$ cat config.mk
export PLATFORM = sky130hd
export DESIGN_NAME = router_output_arbiter_unit
export DESIGN_NICKNAME = d
export VERILOG_FILES = /design/src/rtl/router_pkg.sv /design/src/rtl/rr_arbiter.sv /design/src/rtl/router_output_arbiter_unit.sv
export SDC_FILE = /design/constraint.sdc
export NUM_CORES = 1
export LEC_CHECK = 0
export ABC_AREA = 1
export CAP_MARGIN = 25
export CORE_MARGIN = 5
export CORE_UTILIZATION = 30
export DETAILED_ROUTE_END_ITERATION = 12
export GPL_TIMING_DRIVEN = 0
export PLACE_DENSITY = 0.66
export SLEW_MARGIN = 0
export SYNTH_ARGS = -nofsm -noshare
export SYNTH_HDL_FRONTEND = slang
export SYNTH_SLANG_ARGS = --single-unit
$ cat constraint.sdc
create_clock -name clk -period 4.5 [get_ports clk]
set_clock_uncertainty 0.15 [all_clocks]
set_input_delay 0.45 -clock clk [delete_from_list [all_inputs] [get_ports clk]]
set_output_delay 0.45 -clock clk [all_outputs]
set_load 0.01 [all_outputs]
$ cat src/rtl/router_pkg.sv
// Shared types for the wormhole router output-port control path.
package router_pkg;

  typedef enum logic [1:0] {
    FT_HEAD      = 2'd0,
    FT_BODY      = 2'd1,
    FT_TAIL      = 2'd2,
    FT_HEAD_TAIL = 2'd3
  } FLIT_TYPE_t;

  typedef enum logic {
    OU_IDLE   = 1'b0,
    OU_ACTIVE = 1'b1
  } OU_STATE_t;

  typedef enum logic {
    PORT_FREE = 1'b0,
    PORT_BUSY = 1'b1
  } PORT_STATUS_t;

  // A tail or a single-flit packet releases the output lock.
  function automatic logic flit_is_tail(input logic [1:0] t);
    return (t == FT_TAIL) || (t == FT_HEAD_TAIL);
  endfunction

endpackage

$ cat src/rtl/rr_arbiter.sv
// Combinational round-robin arbiter: first request at or above ptr_i, wrapping.
module rr_arbiter #(
  parameter int N  = 5,
  parameter int PW = (N > 1) ? $clog2(N) : 1
) (
  input  logic [N-1:0]  req_i,
  input  logic [PW-1:0] ptr_i,
  output logic [N-1:0]  gnt_o
);

  logic          found;
  logic [PW-1:0] idx;
  int            pos;

  always_comb begin
    gnt_o = '0;
    found = 1'b0;
    idx   = '0;
    pos   = 0;
    for (int k = 0; k < N; k++) begin
      pos = int'(ptr_i) + k;
      if (pos >= N) pos = pos - N;
      idx = PW'(pos);
      if (!found && req_i[idx]) begin
        gnt_o[idx] = 1'b1;
        found      = 1'b1;
      end
    end
  end

endmodule

$ cat src/rtl/router_output_arbiter_unit.sv
// Per-output-port control: RR arbitration, head-to-tail lock, credit-gated
// registered flit output.
module router_output_arbiter_unit
  import router_pkg::*;
#(
  parameter int NUM_IN  = 5,
  parameter int FLIT_W  = 32,
  parameter int CREDITS = 4
) (
  input  logic                              clk,
  input  logic                              reset_n,
  input  logic [NUM_IN-1:0]                 i_req,
  input  logic [NUM_IN-1:0]                 i_flit_valid,
  input  logic [NUM_IN-1:0][1:0]            i_flit_type,
  input  logic [NUM_IN-1:0][FLIT_W-1:0]     i_flit,
  input  logic                              i_credit_return,
  output logic [NUM_IN-1:0]                 o_grant,
  output logic [NUM_IN-1:0]                 o_pop,
  output logic                              o_flit_valid,
  output logic [1:0]                        o_flit_type,
  output logic [FLIT_W-1:0]                 o_flit,
  output logic [$clog2(CREDITS+1)-1:0]      o_credits,
  output logic                              o_busy,
  output logic                              o_credit_err
);

  localparam int PW = (NUM_IN > 1) ? $clog2(NUM_IN) : 1;
  localparam int CW = $clog2(CREDITS + 1);

  OU_STATE_t         state_q, state_d;
  logic [NUM_IN-1:0] grant_q, grant_d;
  logic [PW-1:0]     ptr_q, ptr_d;
  logic [CW-1:0]     cred_q, cred_d;
  logic              err_q, err_d;
  logic              fvld_q, fvld_d;
  logic [1:0]        ftype_q, ftype_d;
  logic [FLIT_W-1:0] flit_q, flit_d;

  logic [NUM_IN-1:0] arb_gnt;
  logic [FLIT_W-1:0] mux_flit;
  logic [1:0]        mux_type;
  logic              mux_vld;
  logic [PW-1:0]     gidx;
  logic              fire;
  PORT_STATUS_t      status;

  rr_arbiter #(.N(NUM_IN), .PW(PW)) u_arb (
    .req_i (i_req),
    .ptr_i (ptr_q),
    .gnt_o (arb_gnt)
  );

  // AND-OR select over the one-hot grant; gidx is only used for the pointer.
  always_comb begin
    mux_flit = '0;
    mux_type = '0;
    mux_vld  = 1'b0;
    gidx     = '0;
    for (int i = 0; i < NUM_IN; i++) begin
      mux_flit = mux_flit | (i_flit[i] & {FLIT_W{grant_q[i]}});
      mux_type = mux_type | (i_flit_type[i] & {2{grant_q[i]}});
      mux_vld  = mux_vld | (i_flit_valid[i] & grant_q[i]);
      gidx     = gidx | (PW'(i) & {PW{grant_q[i]}});
    end
  end

  assign fire = (state_q == OU_ACTIVE) && mux_vld && (cred_q != '0);

  always_comb begin
    state_d = state_q;
    grant_d = grant_q;
    ptr_d   = ptr_q;
    fvld_d  = 1'b0;
    ftype_d = ftype_q;
    flit_d  = flit_q;
    case (state_q)
      OU_IDLE: begin
        if (|i_req) begin
          grant_d = arb_gnt;
          state_d = OU_ACTIVE;
        end
      end
      OU_ACTIVE: begin
        if (fire) begin
          fvld_d  = 1'b1;
          ftype_d = mux_type;
          flit_d  = mux_flit;
          if (flit_is_tail(mux_type)) begin
            state_d = OU_IDLE;
            grant_d = '0;
            ptr_d   = (gidx == PW'(NUM_IN - 1)) ? '0 : gidx + PW'(1);
          end
        end
      end
      default: state_d = OU_IDLE;
    endcase
  end

  // A return with the counter already full is dropped and flagged.
  always_comb begin
    cred_d = cred_q;
    err_d  = err_q;
    if (fire && !i_credit_return) begin
      cred_d = cred_q - CW'(1);
    end else if (!fire && i_credit_return) begin
      if (cred_q == CW'(CREDITS)) err_d = 1'b1;
      else                        cred_d = cred_q + CW'(1);
    end
  end

  always_ff @(posedge clk or negedge reset_n) begin
    if (!reset_n) begin
      state_q <= OU_IDLE;
      grant_q <= '0;
      ptr_q   <= '0;
      cred_q  <= CW'(CREDITS);
      err_q   <= 1'b0;
      fvld_q  <= 1'b0;
      ftype_q <= '0;
      flit_q  <= '0;
    end else begin
      state_q <= state_d;
      grant_q <= grant_d;
      ptr_q   <= ptr_d;
      cred_q  <= cred_d;
      err_q   <= err_d;
      fvld_q  <= fvld_d;
      ftype_q <= ftype_d;
      flit_q  <= flit_d;
    end
  end

  assign status       = (state_q == OU_ACTIVE) ? PORT_BUSY : PORT_FREE;
  assign o_busy       = (status == PORT_BUSY);
  assign o_grant      = grant_q;
  assign o_pop        = grant_q & {NUM_IN{fire}};
  assign o_flit_valid = fvld_q;
  assign o_flit_type  = ftype_q;
  assign o_flit       = flit_q;
  assign o_credits    = cred_q;
  assign o_credit_err = err_q;

endmodule

==> summary.txt <==
Status
  • Status: finished, violations left
  • Violated checks: negative hold slack

Clocking
  • CTS Sinks: 48
  • Post-CTS Setup Inserts: 0
  • Reg clk slew, reported paths: 70 ps
  • Htree depth: 2
  • Post-CTS Resized: 0
  • CTS Buf Count: 5
  • Clk_lat worst skew: roughly 280 ps
  • CTS max path bufs: 2
  • Clk root buf: clkbuf_16
  • Hold_buf cts: 0
  • CTS tree: yes

Timing
  • Period minus WS final: 3420 ps
  • # setup viols final: 0
  • Fin. max-slew vios: 0
  • Period utilisation layout: 75.9%
  • Final Hold Fails: 4
  • Slew HR: around 55%
  • Slew @ Worst Pin: 671 ps
  • Hold slack: -3.11 ps
  • Max Freq: roughly 0.29 GHz
  • RSZ-0062 raised after global routing: no
  • TNS Setup: 0 ps

Synth
  • Seq cells post-synth: 48
  • Avg Inst Size Synth: 6.79 um2
  • Synth unique cells: 31
  • Post-Syn Instances: 591
  • Netlist Area Pre-Place: 0.00401 mm2
  • Synth warnings: 0
  • Register area share after synthesis: between 20% and 30%
  • Net count after synthesis: 788

Worst setup path
  • Worst Setup SP: ptr_q[0]$_DFFE_PN0P_
  • Worst Path Arrival: roughly 3400 ps
  • CP Data Required Time: 4530 ps
  • Worst-path fanout max: 11
  • Reg-to-reg critical path endpoint: o_grant[2]$_DFFE_PN0P_
  • R2R cell count: 19
  • CP Class: reg -> reg
  • Reg-to-Reg Start: ptr_q[0]$_DFFE_PN0P_
  • Startpoint Class: register
  • Critical path capture point type: register
  • Worst R2R Setup Slack: 1080 ps

Worst hold path
  • Hold Path Class: in -> async

Route
  • DR iter-0 viols: 495
  • Final wirelength: roughly 19000 um
  • Drt wl/cell: around 19 um
  • Via count: 5322
  • Number of remaining DRC errors: 0
  • Number of antenna-violating nets in the routed design: 0
  • Drt via density: around 5.3
  • Router iterations before antenna repair: 5

Cells and area
  • Layout cell share with drive strength beyond 1: 3.37%
  • Antenna diodes: 0
  • NumNets Final: 1028
  • Finished Core Util: 51.1%
  • Fill cells: 1288
  • Area Overhead vs Synth: 68.2%
  • Final cell count without fillers: 1008

Floorplan
  • Core Rows: 42
  • # IOs: 233
  • Core region area: 0.0132 mm2
  • Full die area: 0.0158 mm2
  • Die W: 126 um
  • Die Y: 126 um
  • Initial core utilization: 30.4%

Power
  • Final Power: approximately 1200 uW
  • Max VDD drop: 0.132 mV
  • Leak: 0.00285 uW
  • Pwr dens: 178 mW/mm2

GRT
  • Total global-route track usage: 23.5%
  • Largest net degree at the start of global routing: 28
  • First-pass GRT wire length: 29700 um
  • Vias in the first global route: about 5300
  • GRT overflow: 0
  • Initial antenna violation count: 0

Job
  • Max cap viols: 0

Placed design
  • Placed wire-length estimate: 16000 um
  • Routability Congestion: 0.990
  • Post-placement cell count: 1000
  • Buffers on Ports: 232
-- cell families after synthesis --
family / count (synthesis) / synth area share, %
buffers and inverters: 79 / 7.55
AOI/OAI and AO/OA: 120 / 22.7
DFF: 48 / 30.0
and+or+nand+nor: 326 / 34.1
adders and majority gates: 14 / 4.74
xor gates and xnor gates: 4 / 0.874
-- layout by cell type, fill, tap and decap left out, types with 5 or more instances in the layout --
master,n
o21ai_1,5
a31oi_1,34
nand2_1,172
buf_2,6
ha_1,12
o21ai_0,8
clkbuf_1,21
a221oi_1,35
nor2_1,75
dfrtp_1,47
a22o_1,33
nand3_1,47
clkbuf_16,5
inv_1,45
nand4_1,21
clkdlybuf4s50_1,231
buf_1,5
-- power breakdown --
part           internal, uW  switching (uW)
sequential              451            13.5
clock                   279             167
combinational           190             104
-- flip-flops by register name, indices dropped and copies added, names as in the netlist --
register	count
state_q	1
o_flit_valid	1
o_grant	5
o_flit	32
o_flit_type	2
ptr_q	3
o_credit_err	1
o_credits	3
-- per-layer routing --
layer / wire [um] / track usage (%)
met5: 0 / 0
met4: 454 / 6.06
met3: 1550 / 4.87
met2: 9440 / 40.6
met1: 7880 / 29.9
-- metrics by stage --
step                      setup WS (ps)  cell area (um2)
after floorplan                    1740             4010
after detailed placement            831             6570
final                              1080             6750
after global placement              905             6550
after global routing                786             6750
after CTS                          1070             6750
-- critical path, cell delays in order, from the launching register on --
cell and delay (ps):
dfrtp_1 460, inv_1 120, buf_2 260, ha_1 180, inv_1 70, fa_1 360, inv_1 150, nand2_1 110
nand3_1 90, nand2_1 180, inv_1 180, nand3_1 110, o21ai_0 190, nor2_1 80, nand3_1 160, nor2_1 60
nor2_1 180, nand3_1 110, nand2_1 70, nand2_1 50
-- area by class of cell --
cell class / count / area, um2 / area share (%)
plain buffers: 31 / 123 / 1.82
clock buffers: 6 / 139 / 2.06
clock inverters: 2 / 38.8 / 0.575
inverters: 48 / 180 / 2.67
multi-input cells: 464 / 2510 / 37.1
flip-flops and latches: 48 / 1200 / 17.8
well taps: 176 / 220 / 3.26
repair buffers: 233 / 2340 / 34.6
-- synth_stat cells --
cell type / n / area [um2]
nor2_4: 1 / 11.3
clkbuf_1: 21 / 78.8
or2_2: 1 / 6.26
a22o_1: 33 / 289
nand4_1: 21 / 131
o21ai_1: 5 / 25.0
buf_1: 5 / 18.8
nor3_1: 2 / 10.0
fa_1: 2 / 40.0
nand2_1: 172 / 646
a21boi_1: 1 / 7.51
nor2_1: 75 / 282
xnor2_1: 2 / 17.5
dfrtp_1: 47 / 1180
nand3_2: 1 / 10.0
o41ai_1: 1 / 8.76
a21oi_1: 1 / 5.00
inv_2: 3 / 11.3
a221oi_1: 35 / 307
nand2_2: 3 / 18.8
a41o_1: 1 / 10.0
buf_2: 5 / 25.0
inv_1: 45 / 169
xor2_1: 2 / 17.5
o21ai_0: 8 / 40.0
dfstp_2: 1 / 26.3
a21boi_0: 1 / 7.51
nor2_2: 3 / 18.8
nand3_1: 47 / 235
ha_1: 12 / 150
a31oi_1: 34 / 213
-- how the worst max path moves through the flow --
stage	endpoint	slack [ps]	cells past startpoint
floorplan	o_grant[0]$_DFFE_PN0P_	1740	20
global placement	o_credits[2]$_DFFE_PN1P_	910	14
detailed placement	o_credits[2]$_DFFE_PN1P_	830	14
CTS	o_credits[2]$_DFFE_PN1P_	1070	14
global route	o_credits[2]$_DFFE_PN1P_	790	14
finish	o_grant[2]$_DFFE_PN0P_	1080	19
Power figures use the tool's default switching activity.
